==> src/rtl/uart_pkg.sv <==
// Shared definitions for the oversampling UART receiver: FSM states,
// sample positions inside a bit, majority/parity helpers and baud divider.
package uart_pkg;

  localparam int unsigned SmpW = 4;

  localparam logic [SmpW-1:0] SMP_VOTE_A = 4'd7;
  localparam logic [SmpW-1:0] SMP_VOTE_B = 4'd8;
  localparam logic [SmpW-1:0] SMP_VOTE_C = 4'd9;
  localparam logic [SmpW-1:0] SMP_LAST   = 4'd15;

  typedef enum logic [2:0] {
    ST_IDLE,
    ST_START,
    ST_DATA,
    ST_PARITY,
    ST_STOP,
    ST_BREAK
  } rx_state_e;

  // Clocks per oversample tick, truncated toward zero.
  function automatic int unsigned calc_div(input int unsigned clk_fre,
                                           input int unsigned baud,
                                           input int unsigned os);
    return clk_fre / (baud * os);
  endfunction

  function automatic logic majority3(input logic a, input logic b, input logic c);
    return (a & b) | (a & c) | (b & c);
  endfunction

  // Parity bit a transmitter would append to d.
  function automatic logic parity_bit(input logic [7:0] d, input logic odd);
    return (^d) ^ odd;
  endfunction

endpackage

==> src/rtl/uart_byte_fifo.sv <==
// Synchronous show-ahead byte FIFO: head byte is registered so it is
// available with no read latency; reports occupancy and dropped pushes.
module uart_byte_fifo
  import uart_pkg::*;
#(
  parameter int unsigned DEPTH_LOG2 = 4
) (
  input  logic                  clk,
  input  logic                  reset,
  input  logic                  push_i,
  input  logic [7:0]            wdata_i,
  input  logic                  ready_i,
  output logic [7:0]            rdata_o,
  output logic                  valid_o,
  output logic [DEPTH_LOG2:0]   count_o,
  output logic                  overflow_o
);

  localparam int unsigned Depth = 1 << DEPTH_LOG2;
  localparam int unsigned CntW  = DEPTH_LOG2 + 1;

  logic [7:0]            mem_q [Depth];
  logic [DEPTH_LOG2-1:0] wr_q, wr_d;
  logic [DEPTH_LOG2-1:0] rd_q, rd_d;
  logic [CntW-1:0]       count_q, count_d;
  logic [7:0]            head_q, head_d;
  logic                  valid_q, valid_d;
  logic                  ovf_q, ovf_d;
  logic                  full_c, pop_c, wr_en_c;

  always_comb begin
    full_c  = (count_q == CntW'(Depth));
    pop_c   = valid_q & ready_i;
    wr_en_c = push_i & (~full_c | pop_c);
    ovf_d   = push_i & full_c & ~pop_c;
    wr_d    = wr_en_c ? wr_q + DEPTH_LOG2'(1) : wr_q;
    rd_d    = pop_c ? rd_q + DEPTH_LOG2'(1) : rd_q;
    count_d = count_q;
    if (wr_en_c && !pop_c) begin
      count_d = count_q + CntW'(1);
    end else if (!wr_en_c && pop_c) begin
      count_d = count_q - CntW'(1);
    end
    valid_d = (count_d != '0);
    // New head is the byte being written when it lands in the slot being read.
    head_d  = (wr_en_c && (rd_d == wr_q)) ? wdata_i : mem_q[rd_d];
  end

  always_ff @(posedge clk) begin
    if (wr_en_c) begin
      mem_q[wr_q] <= wdata_i;
    end
  end

  always_ff @(posedge clk) begin
    if (reset) begin
      wr_q    <= '0;
      rd_q    <= '0;
      count_q <= '0;
      head_q  <= '0;
      valid_q <= 1'b0;
      ovf_q   <= 1'b0;
    end else begin
      wr_q    <= wr_d;
      rd_q    <= rd_d;
      count_q <= count_d;
      head_q  <= head_d;
      valid_q <= valid_d;
      ovf_q   <= ovf_d;
    end
  end

  assign rdata_o    = head_q;
  assign valid_o    = valid_q;
  assign count_o    = count_q;
  assign overflow_o = ovf_q;

endmodule

==> src/rtl/uart_rx_os.sv <==
// UART receiver with 16x oversampling, 7/8/9 majority vote and byte FIFO.
// Define UART_PARITY_EN for 8-bit + parity frames (default build is 8N1).
module uart_rx_os
  import uart_pkg::*;
#(
  parameter int unsigned CLK_FRE         = 50000000,
  parameter int unsigned BAUD_RATE       = 115200,
  parameter int unsigned OVERSAMPLE      = 16,
  parameter int unsigned FIFO_DEPTH_LOG2 = 4,
  parameter int unsigned PARITY_ODD      = 0
) (
  input  logic                       clk,
  input  logic                       reset,
  input  logic                       rx,
  output logic [7:0]                 rx_data,
  output logic                       rx_valid,
  input  logic                       rx_ready,
  output logic [FIFO_DEPTH_LOG2:0]   fifo_count,
  output logic                       frame_err,
  output logic                       overrun,
  output logic                       parity_err
);

  localparam int unsigned Div  = calc_div(CLK_FRE, BAUD_RATE, OVERSAMPLE);
  localparam int unsigned DivW = (Div > 1) ? $clog2(Div) : 1;

  logic            rx_meta_q, rx_sync_q;
  logic [DivW-1:0] div_cnt_q, div_cnt_d;
  logic            tick_c;

  rx_state_e       state_q, state_d;
  logic [SmpW-1:0] smp_q, smp_d;
  logic [2:0]      bit_q, bit_d;
  logic [7:0]      shift_q, shift_d;
  logic [2:0]      vote_q, vote_d;
  logic            drop_q, drop_d;
  logic            frame_err_q, frame_err_d;
  logic            parity_err_q, parity_err_d;
  logic            push_c, bit_val_c, stop_val_c;

  // Free-running oversample tick.
  always_comb begin
    tick_c    = (div_cnt_q == DivW'(Div - 1));
    div_cnt_d = tick_c ? '0 : div_cnt_q + DivW'(1);
  end

  always_comb begin
    state_d      = state_q;
    smp_d        = smp_q;
    bit_d        = bit_q;
    shift_d      = shift_q;
    vote_d       = vote_q;
    drop_d       = drop_q;
    push_c       = 1'b0;
    frame_err_d  = 1'b0;
    parity_err_d = 1'b0;
    bit_val_c    = majority3(vote_q[0], vote_q[1], vote_q[2]);
    // Stop is decided on sample 9 itself, so the live sample is the third vote.
    stop_val_c   = majority3(vote_q[0], vote_q[1], rx_sync_q);

    if (tick_c && (state_q inside {ST_START, ST_DATA, ST_PARITY, ST_STOP})) begin
      smp_d = smp_q + SmpW'(1);
      if (smp_q == SMP_VOTE_A) vote_d[0] = rx_sync_q;
      if (smp_q == SMP_VOTE_B) vote_d[1] = rx_sync_q;
      if (smp_q == SMP_VOTE_C) vote_d[2] = rx_sync_q;
    end

    case (state_q)
      ST_IDLE: begin
        if (!rx_sync_q) begin
          state_d = ST_START;
          smp_d   = '0;
        end
      end
      ST_START: begin
        if (tick_c && (smp_q == SMP_LAST)) begin
          if (!bit_val_c) begin
            state_d = ST_DATA;
            bit_d   = '0;
            drop_d  = 1'b0;
          end else begin
            state_d = ST_IDLE;
          end
        end
      end
      ST_DATA: begin
        if (tick_c && (smp_q == SMP_LAST)) begin
          shift_d = {bit_val_c, shift_q[7:1]};
          bit_d   = bit_q + 3'd1;
          if (bit_q == 3'd7) begin
`ifdef UART_PARITY_EN
            state_d = ST_PARITY;
`else
            state_d = ST_STOP;
`endif
          end
        end
      end
`ifdef UART_PARITY_EN
      ST_PARITY: begin
        if (tick_c && (smp_q == SMP_LAST)) begin
          if (bit_val_c != parity_bit(shift_q, 1'(PARITY_ODD))) begin
            parity_err_d = 1'b1;
            drop_d       = 1'b1;
          end
          state_d = ST_STOP;
        end
      end
`endif
      ST_STOP: begin
        if (tick_c && (smp_q == SMP_VOTE_C)) begin
          push_c      = stop_val_c & ~drop_q;
          frame_err_d = ~stop_val_c;
          state_d     = stop_val_c ? ST_IDLE : ST_BREAK;
        end
      end
      ST_BREAK: begin
        if (rx_sync_q) begin
          state_d = ST_IDLE;
        end
      end
      default: begin
        state_d = ST_IDLE;
      end
    endcase
  end

`ifndef UART_PARITY_EN
  // PARITY_ODD only selects the parity sense; 8N1 frames carry no parity bit.
  if (PARITY_ODD > 1) begin : g_parity_odd_unused
  end
`endif

  always_ff @(posedge clk) begin
    if (reset) begin
      rx_meta_q    <= 1'b1;
      rx_sync_q    <= 1'b1;
      div_cnt_q    <= '0;
      state_q      <= ST_IDLE;
      smp_q        <= '0;
      bit_q        <= '0;
      shift_q      <= '0;
      vote_q       <= '0;
      drop_q       <= 1'b0;
      frame_err_q  <= 1'b0;
      parity_err_q <= 1'b0;
    end else begin
      rx_meta_q    <= rx;
      rx_sync_q    <= rx_meta_q;
      div_cnt_q    <= div_cnt_d;
      state_q      <= state_d;
      smp_q        <= smp_d;
      bit_q        <= bit_d;
      shift_q      <= shift_d;
      vote_q       <= vote_d;
      drop_q       <= drop_d;
      frame_err_q  <= frame_err_d;
      parity_err_q <= parity_err_d;
    end
  end

  uart_byte_fifo #(
    .DEPTH_LOG2 (FIFO_DEPTH_LOG2)
  ) u_fifo (
    .clk        (clk),
    .reset      (reset),
    .push_i     (push_c),
    .wdata_i    (shift_q),
    .ready_i    (rx_ready),
    .rdata_o    (rx_data),
    .valid_o    (rx_valid),
    .count_o    (fifo_count),
    .overflow_o (overrun)
  );

  assign frame_err  = frame_err_q;
  assign parity_err = parity_err_q;

endmodule

==> config.mk <==
export PLATFORM = sky130hd
export DESIGN_NAME = uart_rx_os
export DESIGN_NICKNAME = d
export VERILOG_FILES = /design/src/rtl/uart_pkg.sv /design/src/rtl/uart_byte_fifo.sv /design/src/rtl/uart_rx_os.sv
export SDC_FILE = /design/constraint.sdc
export NUM_CORES = 1
export LEC_CHECK = 0
export BUFFER_PORTS_ARGS = -buffer_cell sky130_fd_sc_hd__buf_2
export CORE_UTILIZATION = 40
export CTS_BUF_LIST = sky130_fd_sc_hd__clkbuf_4 sky130_fd_sc_hd__clkbuf_8
export DETAILED_ROUTE_END_ITERATION = 10
export PLACE_DENSITY = 0.69
export SLEW_MARGIN = 5
export SYNTH_ARGS = -nofsm -noshare
export SYNTH_HDL_FRONTEND = slang
export SYNTH_SLANG_ARGS = --single-unit
==> constraint.sdc <==
create_clock -name clk -period 2.88 [get_ports clk]
set_clock_uncertainty 0.2 [all_clocks]
set_input_delay 0.144 -clock clk [delete_from_list [all_inputs] [get_ports clk]]
set_output_delay 0.144 -clock clk [all_outputs]
set_load 0.01 [all_outputs]
* Yosys cells after proc, flatten, opt, wreduce, memory -nomap -nowiden
Memories as Yosys holds them, arrays and structs flattened. A register that Yosys moved wholly into a read port is not among the register bits.
Cells that the tools add are included.
** Word-level totals
- Memories :: 1
- Output and inout bits :: 17
- Flip-flop bits (word level) :: 44
- Bits of input ports :: 4
- Memory bits (writable) :: 128
** Memory list
- u_fifo.mem_q :: depth 16, bits a word 8, read ports 1, clocked after Yosys merged registers in 1, wr ports 1, RTL line uart_byte_fifo.sv:22 : logic [7:0] mem_q [Depth];
** Operators by class
- Bitwise gates (word level) :: 19
- Muxes and demuxes :: 23
- Reduce and logical (&&, ||, !) cells :: 19
- Equality and inequality tests :: 19
- Add/subtract/negate cells :: 7
** Operator list (number)
- 2-to-1 mux 3 bit :: 10
- 2-to-1 mux 4 bit :: 4
- case mux 3 bit (5 select lines) :: 1
- adder 4 x 1 -> 4 bit, second input constant :: 3
- equality test 4 bit, second input constant :: 3
- adder 5 x 1 -> 5 bit, second input constant :: 2
- equality test 5 bit, second input constant :: 2
- 2-to-1 mux 5 bit :: 2
- bitwise AND 1 bit :: 9
- equality test 3 bit, second input constant :: 3
- inequality test 2 x 1 -> 1 bit, second input constant :: 4
- AND reduction 2 bit :: 4
- equality test 3 x 2 -> 1 bit, second input constant :: 2
- inequality test 2 bit, second input constant :: 3
- case mux 3 bit (2 select lines) :: 1
- AND reduction 6 bit :: 1
- logical AND 1 bit :: 5
- NOT 1 bit :: 5
- OR 1 bit :: 5
- nonzero test 5 bit :: 1
- subtractor 5 x 1 -> 5 bit, second input constant :: 1
- equality test 4 x 3 -> 1 bit, second input constant :: 1
- 2-to-1 mux 1 bit :: 4
- AND reduction 4 bit :: 1
- 9 further kinds :: 10

* Depth between registers and ports, before layout
- Word-level depth :: 11
- Mapped depth :: 9
- Depth with buffers taken out :: 8

* Modules after synthesis
Synthesis repeated with hierarchy kept, for this count alone.
** Second synthesis, totals
- Cells, all modules :: 626
- Area, all modules :: 8588.2 um^2
** By module, submodules not included
- uart_byte_fifo :: instances 1, cells an instance 476, area an instance 7123.1 um^2
- uart_rx_os :: instances 1, cells an instance 150, area an instance 1465.2 um^2

* Worst setup path before layout
No wires, ideal clock.
- Path kind :: reg-to-reg
- From :: reg div_cnt_q[0]
- To :: mem u_fifo.mem_q[3][0], enable pin
- Data arrival time :: 2095 ps
- Cell stages (with the launch flop) :: 8
- Setup slack :: 201 ps
- Library setup time :: 383 ps
- Required time :: 2297 ps
- Cell sequence :: dfxtp_1 inv_1 ha_1 and4b_1 nand4_4 nor3_4 nand2_1 nor3_1
** On the way
- Cells in the longest elaborated chain, start to end :: 7
** RTL lines
- start, declared :: RTL line uart_rx_os.sv:28 : logic [DivW-1:0] div_cnt_q, div_cnt_d;
- start signal, assigned :: RTL line uart_rx_os.sv:150 : div_cnt_q <= div_cnt_d;
- equality test 5 bit :: RTL line uart_rx_os.sv:43 : tick_c = (div_cnt_q == DivW'(Div - 1));
- logical AND 1 bit :: RTL line uart_rx_os.sv:111 : if (tick_c && (smp_q == SMP_VOTE_C)) begin
- 2-to-1 mux 1 bit :: RTL line uart_rx_os.sv:111
- 2-to-1 mux 1 bit :: RTL line uart_rx_os.sv:68 : case (state_q)
- bitwise AND 1 bit :: RTL line uart_byte_fifo.sv:34 : wr_en_c = push_i & (~full_c | pop_c);
- 2-to-1 mux 1 bit :: RTL line uart_byte_fifo.sv:50 : if (wr_en_c) begin
- 2-to-1 mux 1 bit (implied by the code) :: RTL line uart_byte_fifo.sv:51 : mem_q[wr_q] <= wdata_i;
- end, declared :: RTL line uart_byte_fifo.sv:22
No other way between the ends.

* Worst setup path in the final report
- From :: reg u_fifo.valid_q (netlist: u_fifo.valid_o)
- To :: reg u_fifo.head_q[3] (netlist: u_fifo.rdata_o[3]) (read register of u_fifo.mem_q)
** On the way
- Cells in the longest elaborated chain, start to end :: 2
** RTL lines
- start, declared :: RTL line uart_byte_fifo.sv:27 : logic valid_q, valid_d;
- start signal, assigned :: RTL line uart_byte_fifo.sv:68 : valid_q <= valid_d;
- bitwise AND 1 bit :: RTL line uart_byte_fifo.sv:33 : pop_c = valid_q & ready_i;
- 2-to-1 mux 4 bit :: RTL line uart_byte_fifo.sv:37 : rd_d = pop_c ? rd_q + DEPTH_LOG2'(1) : rd_q;
- end, declared :: RTL line uart_byte_fifo.sv:26 : logic [7:0] head_q, head_d;
No other way between the ends.
A chain may end at the register's enable or synchronous reset.

==> impl_metrics.ini <==
[run_status]
status = complete, no violations

[power_and_ir_drop]
swShare_pct = 30.0
peakVddDrop_mv = 0.419
internal_power_mw = 4.16
p_leak_nw = 3.06
p_sw_mw = 1.78
comb_power_share_pct = 21.6
power_density_nw_per_um2 = 679
power_frac_clock_pct = 29.5
power.share.sequential_pct = 48.9

[yosys]
ys_warn_count = 0
yosys.area_share.simple_pct = 12.0
synth_mux_area_share_pct = 3.07
synth_cell_type_count = 73
synth-edff-count = 128
synth_compound_area_share_pct = 13.2
ys_async_sr_fraction_pct = 0
synth-seq-cells = 180
synth-seq-area-share_pct = 62.7
synth_xor_area_share_pct = 3.07
synth_fp_nets = 632
syn_area_per_cell_um2 = 12.7
syn_inst = 613
synth_area_um2 = 7790
synthAdderAreaFrac_pct = 2.54
ys.flop_type = edfxtp_1
synth_top_family_by_area = compound AO/OA/AOI/OAI gates

[timing]
fin_crit_sh_pct = 96.6
hold_violations = 0
max_freq_mhz = 359
finalSetupViolCount = 0
drv_slew = 0
min_period_ns = 2.78
slew_headroom_pct = 40.1
worstMarginPinSlew_ns = 0.897
fin_setup_tns_ns = 0
rsz0062_at_grt = false

[grt]
global_route.usage.met1_pct = 23.9
busiest_layer = met2
antenna_found_initial = 0
grt_max_degree = 47
grt_pass1_vias = 4851
met2_usage_pct = 29.0
gr-usage-met3_pct = 4.18
overflow = 0
grt_pass1_wl_mm = 26.9
grtUsageTotal_pct = 18.0

[drt]
final_antenna_net_count = 0
post_drt_wl_per_cell_um = 18.7
vias = 5129
drc = 0
drt_wl_total_mm = 17.4
vias_per_cell = 5.52
drt_iter0_drc = 505
dr.pass1.iters = 5

[place]
gp_congestion = 0.921
port_buffers = 19
dp_hpwl_mm = 11.3

[clocking]
cts-root-buf = clkbuf_8
tritoncts = yes
cts_max_path_buffers = 2
htree_levels = 4
cts_sinks = 180
cts.repair.resized = 0
clock_latency_ns = 0.47
cts_buffers = 17
clk_pin_slew_worst_paths_ns = 0.09

[worst_setup_path]
worstPathMaxFanout = 11
critPathLaunchType = flip-flop
ff2ff_setup_slack_ns = 0.1
r2r_cells = 6
critPathKind = reg -> reg
cp-startpoint = u_fifo.valid_o
crit_path_end = u_fifo.rdata_o[3]
r2r_end = u_fifo.rdata_o[3]
cp.arrival_ns = 2.97
reg2reg_from = u_fifo.valid_o
cp.required_ns = 3.07
end_kind = flip-flop

[layout]
final_common_cell = edfxtp_1
final_nets = 676
nFillCells = 1698
area_delta_synth_final_pct = 12.3
layout_common_cells = edfxtp_1, nor2_1, dfxtp_1, nand2_1, a21oi_1
post-route-util_pct = 46.3
n_antenna_cell = 0
drive_above_1_share_pct = 17.8

[hold_path]
hold_path.startpoint = rx_ready
hp-class = in -> reg

[floorplanning]
initial_utilization_pct = 41.2
die_area_um2 = 20000
fp.coreArea_um2 = 18900
placementRows = 50
die_h_um = 142
die_w_um = 142
ios = 21

[run]
maxCapViolCount = 0
routing by layer:
layer | wire (µm) | vias to the layer above | part of all wire (%)
li1 | - | 2406 | -
met3 | 1030 | 30 | 5.9
met1 | 7640 | 2511 | 44
met4 | 367 | 0 | 2.1
met2 | 8330 | 182 | 48
met5 | 0 | - | 0
layout make-up:
type | instances | area, µm² | area share, %
Multi-Input combinational cell | 384 | 2650 | 30.2
Clock buffer | 19 | 255 | 2.92
Sequential cell | 180 | 4880 | 55.9
Inverter | 13 | 48.8 | 0.558
Timing Repair Buffer | 61 | 438 | 5.01
Tap cell | 260 | 325 | 3.72
Clock inverter | 13 | 148 | 1.69
registers in the layout, indices dropped and copies added, names as in the netlist, 4 cells and up:
register / flops
u_fifo.mem_q: 128
u_fifo.rd_q: 4
u_fifo.wr_q: 4
div_cnt_q: 5
shift_q: 8
u_fifo.rdata_o: 8
smp_q: 4
u_fifo.count_o: 5
cell usage after synthesis, types with 9 or more instances:
cell	n	share of area, %
nor2_1	58	2.8
a21oi_1	44	2.8
a221oi_1	14	1.6
inv_1	13	0.63
ha_1	15	2.4
xnor2_1	9	1.0
edfxtp_1	128	49
buf_2	14	0.90
mux2i_1	16	2.1
nor3_1	9	0.58
a211oi_1	30	2.9
nand2_1	49	2.4
dfxtp_1	52	13
and3_1	30	2.4
metrics by stage:
step | cell area (µm²) | cells | total power, mW | hold slack [ns] | setup WS (ns)
2_1_floorplan | 7790 | 613 | 3.88 | 0.0478 | 0.201
3_3_place_gp | 8290 | 893 | 4.19 | 0.134 | 0.237
3_5_place_dp | 8290 | 893 | 4.22 | 0.138 | 0.123
4_1_cts | 8700 | 926 | 5.95 | 0.0424 | 0.104
5_1_grt | 8740 | 930 | 6.19 | 0.0856 | 0.0174
6_report | 8740 | 930 | 5.94 | 0.0592 | 0.0982
repair_timing:
| item | CTS | global route |
|---|---|---|
| endpoints found under the hold margin | 1 | 0 |
| setup buffers | 0 | 4 |
| endpoints found under the setup margin | 0 | 34 |
| hold buffers | 1 | 0 |
critical path, stage by stage (launching register included):
cell and delay [ns]:
dfxtp_1 0.52, nand2_1 0.34, a32oi_2 0.52, a211oi_1 0.12, o41ai_1 0.56, o311ai_0 0.25
a21oi_1 0.19
cell families after synthesis:
logic type	Yosys count
mux	21
buf+inv	49
xor+xnor	21
flops	180
fa+ha+maj	16
compound gates	140
simple gates	185
other cells	1
power groups by stage:
stage / combinational, mW / clock (mW) / sequential (mW)
floorplan: 0.921 / 0 / 2.96
global placement: 1.23 / 0 / 2.96
detailed placement: 1.26 / 0 / 2.96
CTS: 1.27 / 1.77 / 2.90
global route: 1.40 / 1.88 / 2.92
finish: 1.28 / 1.75 / 2.90
worst min-delay path by stage:
stage                           endpoint  slack (ns)  cells past startpoint
after detailed placement       rx_meta_q        0.14                      2
after global placement         rx_meta_q        0.13                      2
after global routing      u_fifo.rd_q[0]        0.09                      4
final                     u_fifo.rd_q[1]        0.06                      4
after floorplan                rx_meta_q        0.05                      1
after CTS                 u_fifo.rd_q[1]        0.04                      4
Note: power is estimated with default switching activity, not from simulation.
